File: src/rtl/mips_hazard_unit.sv
`default_nettype none
// ============================================================================
// Module   : mips_hazard_unit
// Brief    : Scoreboard-driven load-use stall, operand-forwarding select and
//            taken-branch flush control for the 5-stage MIPS pipeline.
//            Optional feature macro: MIPS_HAZ_FORWARD_EN.
// Revision : 1.0 - initial release
// ============================================================================
module mips_hazard_unit #(
  parameter int REG_AW     = 5,
  parameter int DEPTH      = 3,
  parameter int BR_STAGE   = 1,
  parameter int LOAD_STAGE = 2,
  parameter int CNT_W      = 16
) (
  input  logic                       clk,
  input  logic                       rst,
  input  logic                       id_valid,
  input  logic [REG_AW-1:0]          id_rs,
  input  logic [REG_AW-1:0]          id_rt,
  input  logic                       id_use_rs,
  input  logic                       id_use_rt,
  input  logic                       id_reg_write,
  input  logic [REG_AW-1:0]          id_dest,
  input  logic                       id_mem_read,
  input  logic                       branch_taken,
  output logic                       pc_en,
  output logic                       ifid_en,
  output logic                       idexe_bubble,
  output logic [BR_STAGE+1:0]        flush,
  output logic [$clog2(DEPTH+1)-1:0] fwd_a_sel,
  output logic [$clog2(DEPTH+1)-1:0] fwd_b_sel,
  output logic [CNT_W-1:0]           stall_cnt,
  output logic [CNT_W-1:0]           flush_cnt
);

  localparam int c_SEL_W = $clog2(DEPTH+1);

  logic [DEPTH-1:0]             r_sb_valid;
  logic [DEPTH-1:0]             r_sb_load;
  logic [DEPTH-1:0][REG_AW-1:0] r_sb_dest;
  logic [CNT_W-1:0]             r_stall_cnt;
  logic [CNT_W-1:0]             r_flush_cnt;

  logic               w_a_hit;
  logic               w_b_hit;
  logic               w_a_load;
  logic               w_b_load;
  logic [c_SEL_W-1:0] w_a_sel;
  logic [c_SEL_W-1:0] w_b_sel;
  logic               w_hazard;
  logic               w_flush;
  logic               w_stall;
  logic               w_take;
  logic               w_new_valid;

  // Oldest-first scan so the youngest matching producer wins; WB is excluded
  // because the register file is write-first.
  always_comb begin
    w_a_hit  = 1'b0;
    w_b_hit  = 1'b0;
    w_a_load = 1'b0;
    w_b_load = 1'b0;
    w_a_sel  = '0;
    w_b_sel  = '0;
    for (int k = DEPTH-2; k >= 0; k--) begin
      if (id_valid && id_use_rs && (id_rs != '0) && r_sb_valid[k] && (r_sb_dest[k] == id_rs)) begin
        w_a_hit  = 1'b1;
        w_a_load = r_sb_load[k];
        w_a_sel  = c_SEL_W'(k + 1);
      end
      if (id_valid && id_use_rt && (id_rt != '0) && r_sb_valid[k] && (r_sb_dest[k] == id_rt)) begin
        w_b_hit  = 1'b1;
        w_b_load = r_sb_load[k];
        w_b_sel  = c_SEL_W'(k + 1);
      end
    end
  end

`ifdef MIPS_HAZ_FORWARD_EN
  assign w_hazard = (w_a_hit && w_a_load && (int'(w_a_sel) < LOAD_STAGE)) ||
                    (w_b_hit && w_b_load && (int'(w_b_sel) < LOAD_STAGE));
`else
  assign w_hazard = w_a_hit || w_b_hit;
`endif

  // A taken branch wins over a stall: the flush clears the same registers.
  assign w_flush     = branch_taken && !rst;
  assign w_stall     = w_hazard && !w_flush;
  assign w_take      = id_valid && !w_hazard && !branch_taken;
  assign w_new_valid = w_take && id_reg_write && (id_dest != '0);

  assign pc_en        = !w_stall;
  assign ifid_en      = !w_stall;
  assign idexe_bubble = w_stall;
  assign flush        = {(BR_STAGE+2){w_flush}};
  assign stall_cnt    = r_stall_cnt;
  assign flush_cnt    = r_flush_cnt;

  always_ff @(posedge clk or posedge rst) begin
    if (rst) begin
      r_sb_valid  <= '0;
      r_sb_load   <= '0;
      r_sb_dest   <= '0;
      r_stall_cnt <= '0;
      r_flush_cnt <= '0;
    end else begin
      r_sb_valid[0] <= w_new_valid;
      r_sb_dest[0]  <= id_dest;
      r_sb_load[0]  <= id_mem_read;
      for (int j = 1; j < DEPTH; j++) begin
        // Entries younger than the resolving branch are wrong-path work.
        r_sb_valid[j] <= r_sb_valid[j-1] && !(branch_taken && ((j - 1) < BR_STAGE));
        r_sb_dest[j]  <= r_sb_dest[j-1];
        r_sb_load[j]  <= r_sb_load[j-1];
      end
      if (w_stall && (r_stall_cnt != '1)) begin
        r_stall_cnt <= r_stall_cnt + CNT_W'(1);
      end
      if (w_flush && (r_flush_cnt != '1)) begin
        r_flush_cnt <= r_flush_cnt + CNT_W'(1);
      end
    end
  end

`ifdef MIPS_HAZ_FORWARD_EN
  logic [c_SEL_W-1:0] r_fwd_a_sel;
  logic [c_SEL_W-1:0] r_fwd_b_sel;

  always_ff @(posedge clk or posedge rst) begin
    if (rst) begin
      r_fwd_a_sel <= '0;
      r_fwd_b_sel <= '0;
    end else begin
      r_fwd_a_sel <= (w_take && w_a_hit) ? w_a_sel : '0;
      r_fwd_b_sel <= (w_take && w_b_hit) ? w_b_sel : '0;
    end
  end

  assign fwd_a_sel = r_fwd_a_sel;
  assign fwd_b_sel = r_fwd_b_sel;
`else
  logic w_unused;
  assign w_unused  = ^{w_a_load, w_b_load, w_a_sel, w_b_sel};
  assign fwd_a_sel = '0;
  assign fwd_b_sel = '0;
`endif

endmodule
`default_nettype wire

File: config.mk
export PLATFORM = sky130hd
export DESIGN_NAME = mips_hazard_unit
export DESIGN_NICKNAME = d
export VERILOG_FILES = /design/src/rtl/mips_hazard_unit.sv
export SDC_FILE = /design/constraint.sdc
export NUM_CORES = 1
export LEC_CHECK = 0
export CAP_MARGIN = 25
export CORE_UTILIZATION = 28
export CTS_CLUSTER_SIZE = 12
export DETAILED_ROUTE_END_ITERATION = 8
export HOLD_SLACK_MARGIN = 0.15
export SLEW_MARGIN = 20
export SYNTH_ARGS = -nofsm -noshare
export SYNTH_HDL_FRONTEND = slang
export SYNTH_SLANG_ARGS = --single-unit
File: constraint.sdc
create_clock -name clk -period 6.8 [get_ports clk]
set_clock_uncertainty 0.1 [all_clocks]
set_input_delay 1.36 -clock clk [delete_from_list [all_inputs] [get_ports clk]]
set_output_delay 1.36 -clock clk [all_outputs]
set_load 0.02 [all_outputs]
======== Word-level counts from Yosys, hierarchy flattened ========
Index checks and enable logic that the tools add are counted.
storage, ports and cells
  bits in registers ....................... 44
  latch bits .............................. 0
  RAM bits ................................ 0
  memory bits (read-only) ................. 0
  input bits .............................. 23
  output and inout port bits .............. 42
  memories kept ........................... 0
operators by class
  $add $sub $neg .......................... 2
  $mul .................................... 0
  divide/modulo/power cells ............... 0
  order comparisons ....................... 0
  equal/unequal tests ..................... 6
  shift operators ......................... 0
  mux-type cells .......................... 4
  bitwise gates (word level) .............. 0
  reductions and logical operators ........ 30
operators with widths
  operator               number
  $add 16x1->16 const B  2
  $ne 16x16->1 const B   2
  $logic_and 1x1->1      21
  $eq 5x5->1             4
  $reduce_bool 5->1      3
  $logic_not 1->1        5
  $mux 1                 4
  $logic_or 1x1->1       1

======== Longest topological paths before layout ========
Gate-level depths: netlist (run 1).
  depth in word-level cells ............... 12
  depth in mapped cells ................... 7
  gate-level depth less buffers ........... 7

======== Worst setup path after synthesis (run 1) ========
OpenSTA, ideal clock, no wires.
  kind .................................... input-to-output
  start ................................... input port rst
  end ..................................... output port pc_en
  arrival ................................. 3549 ps
  data required time ...................... 5340 ps
  setup slack ............................. 1791 ps
  cell stages on the path ................. 6
  path buffers ............................ 2
  cell sequence ........................... inv_1 -> nand2_1 -> and2_4 -> a32oi_4 -> buf_6 -> buf_4
between the ends
  longest elaborated chain between the ends .. 5
ends and longest elaborated chain
  element                    RTL line  text
  from (decl)                17        input logic rst,
  $logic_not 1->1 (no line)  --
  $logic_and 1x1->1          88        assign w_flush = branch_taken && !rst;
  $logic_not 1->1            89        assign w_stall = w_hazard && !w_flush;
  $logic_and 1x1->1          89
  $logic_not 1->1            --
  to (decl)                  27        output logic pc_en,
Every way passes these cells.

======== Worst setup path after layout (run 1) ========
  start ................................... input port id_rs[0]
  end ..................................... output port ifid_en
between the ends
  longest elaborated chain between the ends .. 9
  elaborated cells on any way between the ends .. 13
  those cells by class .................... eq/ne: 2; mux: 2; reduce/logical: 9
ends and longest elaborated chain
  element                         RTL line  text
  from (decl)                     19        input logic [REG_AW-1:0] id_rs,
  $reduce_bool 5->1               67        if (id_valid && id_use_rs && (id_rs != '0) && r_sb_valid[k] && (r_sb_dest[k] == id_rs)) begin
  $logic_and 1x1->1 (3 in a row)  67
  $mux 1                          67
  $mux 1 (*)                      67
  $logic_or 1x1->1 (*)            84        assign w_hazard = w_a_hit || w_b_hit;
  $logic_and 1x1->1 (*)           89
  $logic_not 1->1 (*)             94        assign ifid_en = !w_stall;
  to (decl)                       28        output logic ifid_en,
Mark *: on every way between the ends. The rest lies on a longest branch, timed or not.

==> results of run 1 <==
==> worst max-delay path, cell delays in order <==
cell and delay (ns):
clkdlybuf4s50_1 0.47, or3_1 0.39, o311a_1 0.31, and2_4 0.17
a32oi_4 0.49, clkdlybuf4s50_1 0.72
==> per-layer routing <==
metal  global-route usage (%)  up-vias  wire length, um
li1                         -      796                -
met1                     15.9      800             2190
met2                     20.0       64             2290
met3                     3.79        2              351
met4                     3.90        0               21
met5                        0        -                0
==> how the worst max path moves through the flow <==
| stage | depth (start not counted) | slack [ns] | end |
|---|---|---|---|
| 2_1_floorplan | 6 | 1.79 | pc_en |
| 3_3_place_gp | 6 | 1.40 | pc_en |
| 3_5_place_dp | 6 | 1.41 | pc_en |
| 4_1_cts | 6 | 1.41 | pc_en |
| 5_1_grt | 6 | 1.32 | ifid_en |
| 6_report | 6 | 1.42 | ifid_en |
==> cells by family (layout without fill, tap and decap cells) <==
kind of cell	Yosys count	after routing	share of synthesized area [%]
and+or+nand+nor	78	78	19.6
DFF	44	44	49.9
muxes	2	2	1.19
buffers and inverters	13	72	3.91
other	1	4	0.170
adders and majority gates	2	2	1.13
xor gates and xnor gates	50	50	19.9
AOI/OAI and AO/OA	8	8	4.25
==> final cells by class <==
cell class	count	area, sq um
tap	102	128
clock buffer	6	82.6
fill	771	4690
inverter	4	15.0
multi-input combinational	144	1030
timing repair buffer	60	598
clock inverter	2	38.8
sequential	44	1100
==> per-stage QoR <==
stage / instances / setup slack (ns)
6_report: 362 / 1.42
5_1_grt: 362 / 1.32
4_1_cts: 362 / 1.41
3_5_place_dp: 354 / 1.41
3_3_place_gp: 354 / 1.40
2_1_floorplan: 201 / 1.79
==> state kept, by name (all words and copies together), names as in the netlist <==
signal,flops
flush_cnt,16
stall_cnt,16
r_sb_dest,10
r_sb_valid,2
==> layout by cell type, fill, tap and decap left out, drive strengths merged, types with 3 or more instances in the layout <==
cell           count
clkdlybuf4s50     59
dfrtp             44
xnor2             31
nand2             20
xor2              19
nand4              9
nor3               9
nand3              8
nor2               7
nor4               7
and3               6
clkbuf             6
conb               4
inv                3
or3                3
==> power breakdown <==
| part | switching (mW) | internal [mW] |
|---|---|---|
| Sequential | 0.0275 | 0.284 |
| Combinational | 0.0632 | 0.0720 |
| Clock | 0.0922 | 0.120 |
| Total | 0.183 | 0.476 |
==> run metrics, run 1 <==
status=complete, no violations; Yosys cell types=34; r2r endpoint=flush_cnt[15]; crit-path max FO=18; worst hold margin=about 0.34 ns; initial core utilization=28.7%; hold depth=0; Main synth FF type=dfrtp_1; first-pass GRT wire length=around 8 mm; Gates resized, CTS repair=0; clk root buf=clkbuf_8; hold buffer count at cts=0; CTS tree=built; EDFF count, synth=0; Clk pin slew, worst setup/hold paths=0.08 ns; r2r setup slk=about 4.5 ns; number of port buffers=59; Std-Cell Rows=32; Hold Startpoint=r_sb_dest[3]; area of the core=0.00769 sq mm; Mapped Area=approximately 0.0022 sq mm; Die Span X=slightly above 90 um; VDD IR max=0.156 mV; post-detail-place hpwl=3.56 mm; number of diodes=0; fin. max-slew vios=0; Routed Antenna Nets=0; Num Clock Sinks=44; Fin. Hold Viols=0; Avg Synthesized Cell Area=between 10 and 15 sq um; FMAX=between 0.15 and 0.2 GHz; register area share after synthesis=49.9%; Detailed Route WL=4.85 mm; Worst-Skew Late Latency=0.30 ns; Reg-to-Reg Start=flush_cnt[0]; cells on worst reg2reg path=7; post-layout instance area=0.00299 sq mm; #FFs+latches synth=44; Least-Margin Pin Slew=0.610 ns; Synth top area share=49.9%; drt first pass iters=4; Die H=slightly above 90 um; initial antenna violation count=0; DRC=0; setup violators final=0; area grow syn2layout=35.7%; crit path capture type=output pin; Ys Warns=0; gpl congestion=roughly 0.82; top-count cell post-synth=dfrtp_1; WP data arrival=about 4 ns; pin count of the biggest net entering global routing=45; Startpoint Class=primary input; Leak Pwr=1.26 nW; via count=1662; WHS Endpoint=r_sb_dest[8]; critical path class=primary input to output pin; CTS buffer count=5; CTS max path bufs=2; number of DRC markers in iteration 0=38; most instantiated cells after synthesis=dfrtp_1 (44), xnor2_1 (31), nand2_1 (20); RSZ-0062 raised after global routing=no; vias in the first global route=1640; Max Cap Violations=0; Ports=65; post-DR vias/cell=4.59; setup bufs post-CTS=0; top cells by area, synth=dfrtp_1 (50%), xnor2_1 (12%), xor2_1 (7.5%); Power Total=0.659 mW; Synth area leader=dfrtp_1; Final TNS setup=0 ns; Post-DP Area=0.00287 sq mm; PwrDens=around 220 mW/mm^2; wire per inst=about 13 um; CP Launch Point=id_rs[0]; Overflow after GRT=0; Hold WC Path Type=flip-flop to flip-flop; Syn Inst Count=198; final period utilization=around four fifths; Tmin final=around 5.4 ns; Die Area=0.00824 sq mm; WP data required=5.34 ns; CTS H-Tree Depth=2; All-Layer GR Usage=between 10% and 20%; Core Util, Final=38.9%; Layout Nets=284; Async SR Flop Fraction=100%; share of layout cells above drive strength 1=6.92%; relative slew slack=a little under 60%
Note: power is estimated with default switching activity, not from simulation.
==> run 2, diff against run 1 <==
- clock period: 6.8 -> 4.3 ns (I/O delays scaled with it)
==> run metrics, run 2 (synthesis results as in run 1) <==
status=complete, no violations; gpl congestion=0.813; Num Clock Sinks=44; number of diodes=0; Final TNS setup=0 ns; Least-Margin Pin Slew=roughly 0.56 ns; Place WS=0.225 ns; Routed Antenna Nets=0; vias in the first global route=1601; most common cell after layout, fill and taps aside=clkdlybuf4s50_1; Startpoint Class=primary input; critical path class=primary input to output pin; via count=around 1.6k; share of layout cells above drive strength 1=7.28%; Die H=90.8 um; most frequent cells in the layout=clkdlybuf4s50_1 (59), dfrtp_1 (44), xnor2_1 (31); Overflow after GRT=0; setup bufs post-CTS=0; Detailed Route WL=just under 5 mm; CP Launch Point=id_rs[0]; critical path, cell by cell=clkdlybuf4s50_1, or3_1, o311a_1, and2_4, a32oi_4, clkdlybuf4s50_1; Hold Startpoint=r_sb_dest[3]; delay of the slowest critical-path stage=0.65 ns; post-DR vias/cell=4.53; first-pass GRT wire length=between 8 and 9 mm; WP data arrival=a little over 3 ns; Ports=65; Leak Pwr=1.24 nW; Tmin final=4.05 ns; FILL cells=803; post-layout instance area=0.00297 sq mm; Clk pin slew, worst setup/hold paths=roughly 0.080 ns; relative slew slack=between 60% and 70%; FMAX=about 0.25 GHz; final period utilization=94.2%; slowest cell on the critical path=clkdlybuf4s50_1; Post-DP Area=around 0.0029 sq mm; Hold WC Path Type=flip-flop to flip-flop; CTS max path bufs=2; clk root buf=clkbuf_8; crit-path max FO=4; wire per inst=13.2 um; setup violators final=0; Max Cap Violations=0; CTS tree=built; area of the core=0.00769 sq mm; Worst-Skew Late Latency=0.29 ns; post-detail-place hpwl=3.60 mm; initial antenna violation count=0; fin. max-slew vios=0; Reg-to-Reg Start=flush_cnt[0]; Die Area=0.00824 sq mm; pin count of the biggest net entering global routing=45; final setup margin=0.250 ns; crit path capture type=output pin; All-Layer GR Usage=12.3%; PwrDens=326 mW/mm^2; Fin. Hold Viols=0; Gates resized, CTS repair=0; DRC=0; initial core utilization=approximately 29%; CTS buffer count=5; hold buffer count at cts=0; drt first pass iters=6; RSZ-0062 raised after global routing=no; WP data required=3.34 ns; VDD IR max=0.190 mV; Worst path top cell family by delay=buffers and inverters; most used cell, CP=clkdlybuf4s50_1; Die Span X=90.8 um; Layout Nets=285; area grow syn2layout=34.7%; WP buf/inv=2; Std-Cell Rows=32; CTS H-Tree Depth=2; number of DRC markers in iteration 0=38; number of port buffers=59
-- run 2: cell count changes in the layout (fill, tap and decap cells not counted) --
| cell | change |
|---|---|
| bufinv_16 | -1 |
| clkinvlp_4 | +2 |
| buf_4 | +1 |
| clkbuf_8 | -1 |
-- run 2: per-layer routing --
layer / vias to the layer above / GRT usage (%) / share of wire (%)
li1: 800 / - / -
met1: 788 / 16.2 / 47
met5: - / 0 / 0
met2: 50 / 19.7 / 46
met4: 0 / 2.82 / 0.83
met3: 5 / 3.79 / 5.6
-- run 2: worst paths after layout --
kind	endpoint	slack (ns)	cells after the start
worst max-delay path	ifid_en	0.25	6
worst min-delay path	r_sb_dest[8]	0.34	0
worst max register to register	flush_cnt[15]	2.04	7
worst min register to register	r_sb_dest[8]	0.34	0
min in group asynchronous	r_sb_valid[1]	0.97	3
max in group asynchronous	r_sb_valid[0]	2.76	3
-- run 2: cell type report --
class,instances,area [sq um],area share (%)
clock buffers,5,68.8,2.32
clock inverters,3,23.8,0.800
inverters,4,15.0,0.505
multi-input cells,144,1030,34.7
flip-flops and latches,44,1100,37.1
well taps,102,128,4.29
repair buffers,61,606,20.4
-- run 2: power by group --
part | leakage (nW) | internal [mW] | switching (mW)
logic | 0.631 | 0.114 | 0.0997
registers | 0.573 | 0.449 | 0.0419
clock network | 0.0404 | 0.115 | 0.150
-- run 2: stage by stage --
stage / instances / total power [mW] / utilization, % / hold WS, ns
6_report: 363 / 0.969 / 38.7 / 0.343
3_3_place_gp: 355 / 0.714 / 37.5 / 0.323
4_1_cts: 363 / 0.992 / 38.7 / 0.348
3_5_place_dp: 355 / 0.716 / 37.5 / 0.328
5_1_grt: 363 / 1.03 / 38.7 / 0.358
2_1_floorplan: 201 / 0.611 / - / 0.311
